## config.mk

```make
export PLATFORM = sky130hd
export DESIGN_NAME = i2c_bus_frontend
export DESIGN_NICKNAME = d
export VERILOG_FILES = /design/src/rtl/i2c_pkg.sv /design/src/rtl/i2c_line_sync.sv /design/src/rtl/i2c_bus_frontend.sv
export SDC_FILE = /design/constraint.sdc
export NUM_CORES = 1
export LEC_CHECK = 0
export CORE_ASPECT_RATIO = 0.9
export CORE_MARGIN = 5
export CORE_UTILIZATION = 50
export DETAILED_ROUTE_END_ITERATION = 10
export PLACE_DENSITY = 0.81
export SETUP_SLACK_MARGIN = 0.3
export SLEW_MARGIN = 0
export SYNTH_ARGS = -nofsm -noshare
export SYNTH_HDL_FRONTEND = slang
export SYNTH_SLANG_ARGS = --single-unit
export TNS_END_PERCENT = 5
```

## constraint.sdc

```tcl
create_clock -name clock -period 3.1 [get_ports clock]
set_input_delay 0.62 -clock clock [delete_from_list [all_inputs] [get_ports clock]]
set_output_delay 0.62 -clock clock [all_outputs]
set_load 0.005 [all_outputs]
```

## src/rtl/i2c_pkg.sv

```systemverilog
// Shared constants and types for the I2C slave bus front end.
// Holds the default slave address, byte/bit-counter sizing, the
// glitch-filter hold threshold and a counter increment helper.
package i2c_pkg;

   localparam logic [6:0] I2C_DEFAULT_ADDR = 7'h49;
   localparam int         BITS_PER_BYTE    = 8;
   localparam int         BITCNT_W         = 4;

   typedef logic [BITCNT_W-1:0] bitcnt_t;

   // Counter value meaning "a whole byte has been clocked".
   localparam bitcnt_t BITCNT_FULL = bitcnt_t'(BITS_PER_BYTE);

   // Filter stability count reached on the clock before the filtered
   // value is allowed to follow the synchronized input.
   localparam logic [1:0] FILTER_HOLD = 2'd2;

   function automatic bitcnt_t bitcnt_inc(input bitcnt_t c);
      return c + bitcnt_t'(1);
   endfunction

endpackage

```

## src/rtl/i2c_line_sync.sv

```systemverilog
// Single-line conditioner: SYNC_STAGES-deep synchronizer, optional
// glitch filter (macro I2C_GLITCH_FILTER_EN), then one delay flop.
// Ports: clock, reset (async, active-high), line_i (raw pin),
// line_s_o (conditioned level), line_d_o (line_s_o delayed one clock).
import i2c_pkg::*;

module i2c_line_sync #(
   parameter int SYNC_STAGES = 2
) (
   input  logic clock,
   input  logic reset,
   input  logic line_i,
   output logic line_s_o,
   output logic line_d_o
);

   // Idle I2C lines are high, so every flop resets to 1 to avoid
   // fake edges or START/STOP conditions right after reset.
   logic [SYNC_STAGES-1:0] sync_q;
   logic                   sync_out;
   logic                   line_dly_q;

   always_ff @(posedge clock or posedge reset) begin
      if (reset) begin
         sync_q <= '1;
      end else begin
         sync_q <= {sync_q[SYNC_STAGES-2:0], line_i};
      end
   end

   assign sync_out = sync_q[SYNC_STAGES-1];

`ifdef I2C_GLITCH_FILTER_EN
   // The filtered level follows the synchronizer only after they have
   // disagreed on three consecutive clocks; any agreement restarts it.
   logic       filt_q, filt_d;
   logic [1:0] stab_q, stab_d;

   always_comb begin
      filt_d = filt_q;
      stab_d = 2'd0;
      if (sync_out != filt_q) begin
         if (stab_q == FILTER_HOLD) begin
            filt_d = sync_out;
         end else begin
            stab_d = stab_q + 2'd1;
         end
      end
   end

   always_ff @(posedge clock or posedge reset) begin
      if (reset) begin
         filt_q <= 1'b1;
         stab_q <= 2'd0;
      end else begin
         filt_q <= filt_d;
         stab_q <= stab_d;
      end
   end

   assign line_s_o = filt_q;
`else
   assign line_s_o = sync_out;
`endif

   always_ff @(posedge clock or posedge reset) begin
      if (reset) begin
         line_dly_q <= 1'b1;
      end else begin
         line_dly_q <= line_s_o;
      end
   end

   assign line_d_o = line_dly_q;

endmodule

```

## src/rtl/i2c_bus_frontend.sv

```systemverilog
// Bus-facing front end of the I2C slave: conditions SCL/SDA, emits SCL
// edge strobes, sticky START/STOP flags, bit counter, shift register,
// address match and ACK sample. Optional filter: I2C_GLITCH_FILTER_EN.
// Ports: clock/reset; scl_in/sda_in raw pins; clear_start/clear_stop/
// clear_counter/in_enable from the FSM; start/stop flags, SCL strobes,
// counted_8, addr_valid, ACK and data_in back to the FSM.
import i2c_pkg::*;

module i2c_bus_frontend #(
   parameter logic [6:0] SLAVE_ADDR  = I2C_DEFAULT_ADDR,
   parameter int         SYNC_STAGES = 2
) (
   input  logic       clock,
   input  logic       reset,
   input  logic       scl_in,
   input  logic       sda_in,
   input  logic       clear_start,
   input  logic       clear_stop,
   input  logic       clear_counter,
   input  logic       in_enable,
   output logic       start,
   output logic       stop,
   output logic       SCL_negedge,
   output logic       SCL_posedge,
   output logic       counted_8,
   output logic       addr_valid,
   output logic       ACK,
   output logic [7:0] data_in
);

   logic scl_s, scl_d, sda_s, sda_d;

   i2c_line_sync #(.SYNC_STAGES(SYNC_STAGES)) u_scl_sync (
      .clock    (clock),
      .reset    (reset),
      .line_i   (scl_in),
      .line_s_o (scl_s),
      .line_d_o (scl_d)
   );

   i2c_line_sync #(.SYNC_STAGES(SYNC_STAGES)) u_sda_sync (
      .clock    (clock),
      .reset    (reset),
      .line_i   (sda_in),
      .line_s_o (sda_s),
      .line_d_o (sda_d)
   );

   logic    scl_pos, scl_neg, start_cond, stop_cond, below_full;
   logic    start_q, start_d, stop_q, stop_d, ack_q, ack_d;
   bitcnt_t cnt_q, cnt_d;
   logic [7:0] data_q, data_d;

   assign scl_neg = scl_d & ~scl_s;
   assign scl_pos = ~scl_d & scl_s;

   // SCL must be high on both samples so SDA moving around an SCL edge
   // is treated as data rather than START/STOP.
   assign start_cond = scl_s & scl_d &  sda_d & ~sda_s;
   assign stop_cond  = scl_s & scl_d & ~sda_d &  sda_s;

   assign below_full = (cnt_q < BITCNT_FULL);

   always_comb begin
      start_d = start_q;
      stop_d  = stop_q;
      cnt_d   = cnt_q;
      data_d  = data_q;
      ack_d   = ack_q;

      // A new detect wins over a simultaneous clear so no event is lost.
      if (start_cond) begin
         start_d = 1'b1;
      end else if (clear_start) begin
         start_d = 1'b0;
      end

      if (stop_cond) begin
         stop_d = 1'b1;
      end else if (clear_stop) begin
         stop_d = 1'b0;
      end

      // Counting ignores in_enable so the FSM also sees counted_8 while
      // it is transmitting; the count saturates at a full byte.
      if (clear_counter || start_cond || stop_cond) begin
         cnt_d = '0;
      end else if (scl_pos && below_full) begin
         cnt_d = bitcnt_inc(cnt_q);
      end

      // The byte register is never cleared so the FSM can still read it
      // after START/STOP or a counter clear.
      if (scl_pos && in_enable && below_full) begin
         data_d = {data_q[6:0], sda_s};
      end

      if (scl_pos) begin
         ack_d = ~sda_s;
      end
   end

   always_ff @(posedge clock or posedge reset) begin
      if (reset) begin
         start_q <= 1'b0;
         stop_q  <= 1'b0;
         cnt_q   <= '0;
         data_q  <= 8'h00;
         ack_q   <= 1'b0;
      end else begin
         start_q <= start_d;
         stop_q  <= stop_d;
         cnt_q   <= cnt_d;
         data_q  <= data_d;
         ack_q   <= ack_d;
      end
   end

   assign start       = start_q;
   assign stop        = stop_q;
   assign SCL_negedge = scl_neg;
   assign SCL_posedge = scl_pos;
   assign counted_8   = (cnt_q == BITCNT_FULL);
   assign addr_valid  = counted_8 && (data_q[7:1] == SLAVE_ADDR);
   assign ACK         = ack_q;
   assign data_in     = data_q;

endmodule

```

==> After elaboration in Yosys (flattened, before gate mapping) <==
Index checks and enable logic that the tools add are counted.
{ "op_classes": {"add_sub_neg": 1, "magnitude_cmp": 1, "eq_ne": 2, "mux": 6, "n_bitwise": 11, "reduce_logical": 9} }
{ "ops": {"columns": ["op", "count"], "rows": [
  ["two-way mux 4 bit", 2],
  ["AND 1 bit", 7],
  ["equality test 7 bit (second input constant)", 1],
  ["nonzero test 2 bit", 3],
  ["adder 4 x 1 -> 4 bit (second input constant)", 1],
  ["equality test 4 bit (second input constant)", 1],
  ["logical AND 1 bit", 4],
  ["< comparator 4 bit (second input constant)", 1],
  ["two-way mux 1 bit", 4],
  ["NOT 1 bit", 4],
  ["logical OR 1 bit", 2]
]} }
{ "word_totals": {"regBits": 21, "inputBits": 8, "out_inout_bits": 15} }

==> Depth between registers and ports, before layout <==
{ "logic_depth": {"ltp_word": 6, "ltp_mapped": 5} }

==> Cells and area by module <==
From an unflattened synthesis, not the netlist that was laid out.
{ "hier_totals": {"hier_cells": 65, "hier_area_um2": 910.9} }
{ "modules_own_cells": {"columns": ["mod", "n_inst", "cells_per_inst", "area_each_um2", "seq_area_each_um2"], "rows": [
  ["i2c_bus_frontend", 1, 57, 745.7, 375.4],
  ["i2c_line_sync", 2, 4, 82.6, 78.8]
]} }

==> Worst setup path before layout <==
Ideal clock, no wire load.
{ "synth_timing": {"path_type": "register to output", "start": "register cnt_q[0]", "end": "output port addr_valid", "arrival_ps": 1098, "required_ps": 2480, "path_slack_ps": 1382, "path_stages_with_launch": 6, "n_path_buf": 0, "cell_sequence": "dfrtp_1 -> inv_1 -> ha_1 -> and3b_1 -> nand2_1 -> nor4b_1"} }
{ "synth_via": {"elab_chain_cells": 2} }
{ "synth_rtl": {"columns": ["item", "line", "source"], "rows": [
  ["start, declared", "i2c_bus_frontend.sv:51", "bitcnt_t cnt_q, cnt_d;"],
  ["start signal, assigned", "i2c_bus_frontend.sv:113", "cnt_q <= cnt_d;"],
  ["equality test 4 bit", "i2c_bus_frontend.sv:123", "assign counted_8 = (cnt_q == BITCNT_FULL);"],
  ["net counted_8", "i2c_bus_frontend.sv:25", "output logic counted_8,"],
  ["logical AND 1 bit", "i2c_bus_frontend.sv:124", "assign addr_valid = counted_8 && (data_q[7:1] == SLAVE_ADDR);"],
  ["end, declared", "i2c_bus_frontend.sv:26", "output logic addr_valid,"]
]} }
The timed path passes the listed nets, and every way through them passes these cells.

==> Worst setup path in the final report <==
{ "layout_timing": {"start": "register cnt_q[0]", "end": "output port addr_valid"} }
{ "layout_via": {"elab_chain_cells": 2} }
{ "layout_rtl": {"columns": ["item", "line"], "rows": [
  ["equality test 4 bit", "i2c_bus_frontend.sv:123"],
  ["logical AND 1 bit", "i2c_bus_frontend.sv:124"]
]} }
No other way between the ends.

==> impl_summary.txt <==
----------------------------------------------------
[Outcome]
  Result of the run ... complete, no violations

[Floorplan]
  Die extent in y ... 50.49 um
  Horizontal die dimension ... 54.99 um
  I/O pin cnt ... 23
  Die outline area ... 2776 um^2
  Placeable core region ... 1699 um^2
  Floorplan row count ... 14
  Effective utilization at floorplan ... 53.61%

[Routing]
  Average vias per placed instance ... 4.920
  Total wire length ... 1630 um
  DRC Markers ... 0
  Drt first-iter violations ... 5
  WL/cell ... 14.55 um
  Total vias in the final route ... 551
  Number of iterations in the first detailed-routing pass ... 2
  Number of nets still failing antenna checks after routing ... 0

[Placement]
  Post-place setup slack ... 828.8 ps
  Placed standard-cell area ... 1141 um^2
  Placed Cells ... 108
  Final RePlAce weighted congestion ... 0.7894
  Number of buffer cells added on primary ports ... 22

[Power and ir drop]
  Total power per unit cell area ... 610.9 nW/um^2
  Reg power frac ... 53.6%
  Clock network fraction of total power ... 18.1%
  Sw Ratio ... 25.94%
  Maximum vdd drop ... 445.1 uV
  Internal power summed over all cells ... 0.5287 mW
  Total leakage power ... 0.5058 nW
  Total chip power ... 0.7139 mW
  Net Sw Power ... 0.1852 mW
  Part of the total power dissipated in combinational logic ... 28.4%

[Finish]
  Fill cell count ... 123
  Final Cell Area ... 1169 um^2
  Antenna Cells ... 0
  Multi-input gate area ... 331.6 um^2
  Share of cells above drive strength 1 ... 26.14%
  Number of nets in the final layout ... 99
  Leading cell types in the layout, fill and taps excluded ... sky130_fd_sc_hd__clkdlybuf4s50_1 (22), sky130_fd_sc_hd__dfrtp_1 (15), sky130_fd_sc_hd__mux2_4 (8)
  Number of non-filler instances in the completed layout ... 112
  Most frequent standard cell in the layout excluding fill and tap cells ... sky130_fd_sc_hd__clkdlybuf4s50_1
  Post-layout util ... 68.78%
  Sequential cell area ... 533.0 um^2
  Layout overhead on the synthesized area ... 28.30%

[Synth]
  Number of storage elements in the synthesis netlist ... 21
  Count of unique library cells instantiated by Yosys ... 22
  Synthesized netlist net count ... 73
  Avg Cell Area, Syn ... 14.46 um^2
  Cell area after technology mapping ... 910.9 um^2
  Synthesized instance count ... 63
  Number of warning messages in the yosys log ... 0
  Share of synthesized area occupied by flip-flops and latches ... 58.52%

[Global route]
  Vias in the first global route ... 656
  Maximum number of pins on one net before global-route repair ... 22
  Number of antenna violations at the first check in global routing ... 0
  Global route overflow ... 0
  GR Util All Layers ... 14.53%
  Wire length of the first global-routing pass ... 2932 um

[Worst setup path]
  Reg-to-reg slack, setup ... 1550 ps
  Arr. time, crit path ... 1990 ps
  Worst R2R Start ... u_scl_sync.sync_q[1]$_DFF_PP1_
  Worst flop-to-flop path endpoint ... data_in[2]$_DFFE_PP0P_
  Critical Path RT ... 2480 ps
  Highest net fanout along the worst path ... 4
  CP Capture Type ... output pin
  Depth of the most critical reg-to-reg path ... 3
  Type of element launching the critical path ... flip-flop
  Setup Crit Path Kind ... flip-flop to output pin

[Min path]
  Worst min-delay path startpoint ... u_scl_sync.sync_q[0]$_DFF_PP1_
  Number of cells on the worst hold path ... 0
  Worst Hold End ... u_scl_sync.sync_q[1]$_DFF_PP1_
  Path category of the worst min-delay check ... flip-flop to flip-flop

[Clock tree]
  Clock tree root driver cell ... sky130_fd_sc_hd__clkbuf_4
  TritonCTS clock tree ... built
  Clk sinks ... 21
  Largest buffer count on any clock path ... 2
  Resize count post-CTS ... 0
  Post-CTS setup buffers ... 0
  Hold-fix buffer count after cts ... 0
  Number of levels the H-tree was split into ... 1
  Inserted Clock Buffers ... 3
  Clk pin slew, worst setup/hold paths ... 110 ps
  Insertion delay to the later sink of the worst-skew pair ... 300 ps

[STA]
  Final worst setup slack ... 490.0 ps
  Endpoints failing setup ... 0
  Crit share post-route ... 84.19%
  Worst Hold Margin ... 363.0 ps
  Max_slew headroom ... 50.74%
  Worst clock skew ... 3.666 ps
  Count of final max-slew check failures ... 0
  Setup repair after global routing missed its margin ... no
  Highest Clock Rate ... 383.1 MHz
  Post-Route Setup TNS ... 0 ps
  Post-layout minimum cycle time ... 2610 ps
  Final number of hold-violating endpoints ... 0
  Transition time at the pin with the least slew margin ... 738.1 ps

[Run]
  Number of maximum-capacitance constraint violations ... 0

----------------------------------------------------
## layout make-up
cell class              count  share of cell area, %
clock inverters             1                 0.4283
clock buffers               3                  1.927
repair buffers             22                  18.84
multi-input cells          34                  28.37
inverters                   7                  2.248
well taps                  24                  2.570
flip-flops and latches     21                  45.61
## state kept, by name (all words and copies together), names as in the netlist
| signal | cells |
|---|---|
| u_scl_sync.sync_q | 2 |
| u_sda_sync.sync_q | 2 |
| ACK | 1 |
| start | 1 |
| data_in | 8 |
| stop | 1 |
| u_scl_sync.line_d_o | 1 |
| cnt_q | 4 |
| u_sda_sync.line_d_o | 1 |
## critical path, cell delays in order (launching register included)
cell and delay, ps:
sky130_fd_sc_hd__dfrtp_1 440, sky130_fd_sc_hd__inv_1 70, sky130_fd_sc_hd__ha_1 130, sky130_fd_sc_hd__and3b_1 180, sky130_fd_sc_hd__nand2_1 60, sky130_fd_sc_hd__nor4b_1 250
sky130_fd_sc_hd__clkdlybuf4s50_1 560
## synthesized netlist by cell type, drive strengths merged
library cell   n  area share (%)
mux2i          1             1.1
nor2           5             2.1
nor4b          1            0.96
and2b          1            0.96
and4bb         1             1.4
and3b          1            0.96
dfrtp         15              41
nor3b          1             2.1
mux2           8              13
ha             2             2.7
buf            1             2.2
o32ai          2             1.9
nand2          2            0.82
o21bai         1            0.82
and2           1            0.96
dfstp          6              17
a41oi          1            0.96
xnor2          3             2.9
a21oi          1            0.55
inv            7             2.9
nor2b          1            0.96
nor4bb         1             1.1
## power by group through the flow
| stage | sequential (mW) | combinational, mW | clock [mW] |
|---|---|---|---|
| 3_3_place_gp | 0.382 | 0.202 | 0 |
| 3_5_place_dp | 0.387 | 0.206 | 0 |
| 6_report | 0.382 | 0.202 | 0.129 |
| 2_1_floorplan | 0.378 | 0.0905 | 0 |
| 4_1_cts | 0.383 | 0.207 | 0.135 |
| 5_1_grt | 0.390 | 0.217 | 0.146 |
## routing by layer
metal	vias up	track usage [%]	wire length [um]
li1	261	-	-
met1	274	18.86	729
met2	14	22.83	785
met3	2	4.438	91
met4	0	4.858	23
met5	-	0	0
## how the worst max path moves through the flow
stage / from / to / slack [ps] / cells after the start
global route: cnt_q[1]$_DFFE_PP0P_ / addr_valid / 370 / 6
detailed placement: cnt_q[0]$_DFFE_PP0P_ / addr_valid / 830 / 6
CTS: cnt_q[0]$_DFFE_PP0P_ / addr_valid / 460 / 6
finish: cnt_q[0]$_DFFE_PP0P_ / addr_valid / 490 / 6
floorplan: cnt_q[0]$_DFFE_PP0P_ / addr_valid / 1380 / 5
global placement: cnt_q[0]$_DFFE_PP0P_ / addr_valid / 880 / 6
## logic make-up (layout without fill, tap and decap cells)
logic type | Yosys count | in the layout | share of synthesized area, %
xor gates and xnor gates | 3 | 3 | 2.885
and+or+nand+nor | 15 | 15 | 12.23
buffers and inverters | 8 | 33 | 5.083
muxes | 9 | 9 | 14.29
AOI/OAI and AO/OA | 5 | 5 | 4.259
DFF | 21 | 21 | 58.52
adders and majority gates | 2 | 2 | 2.747
No activity file was read; power rests on OpenSTA's default activity.
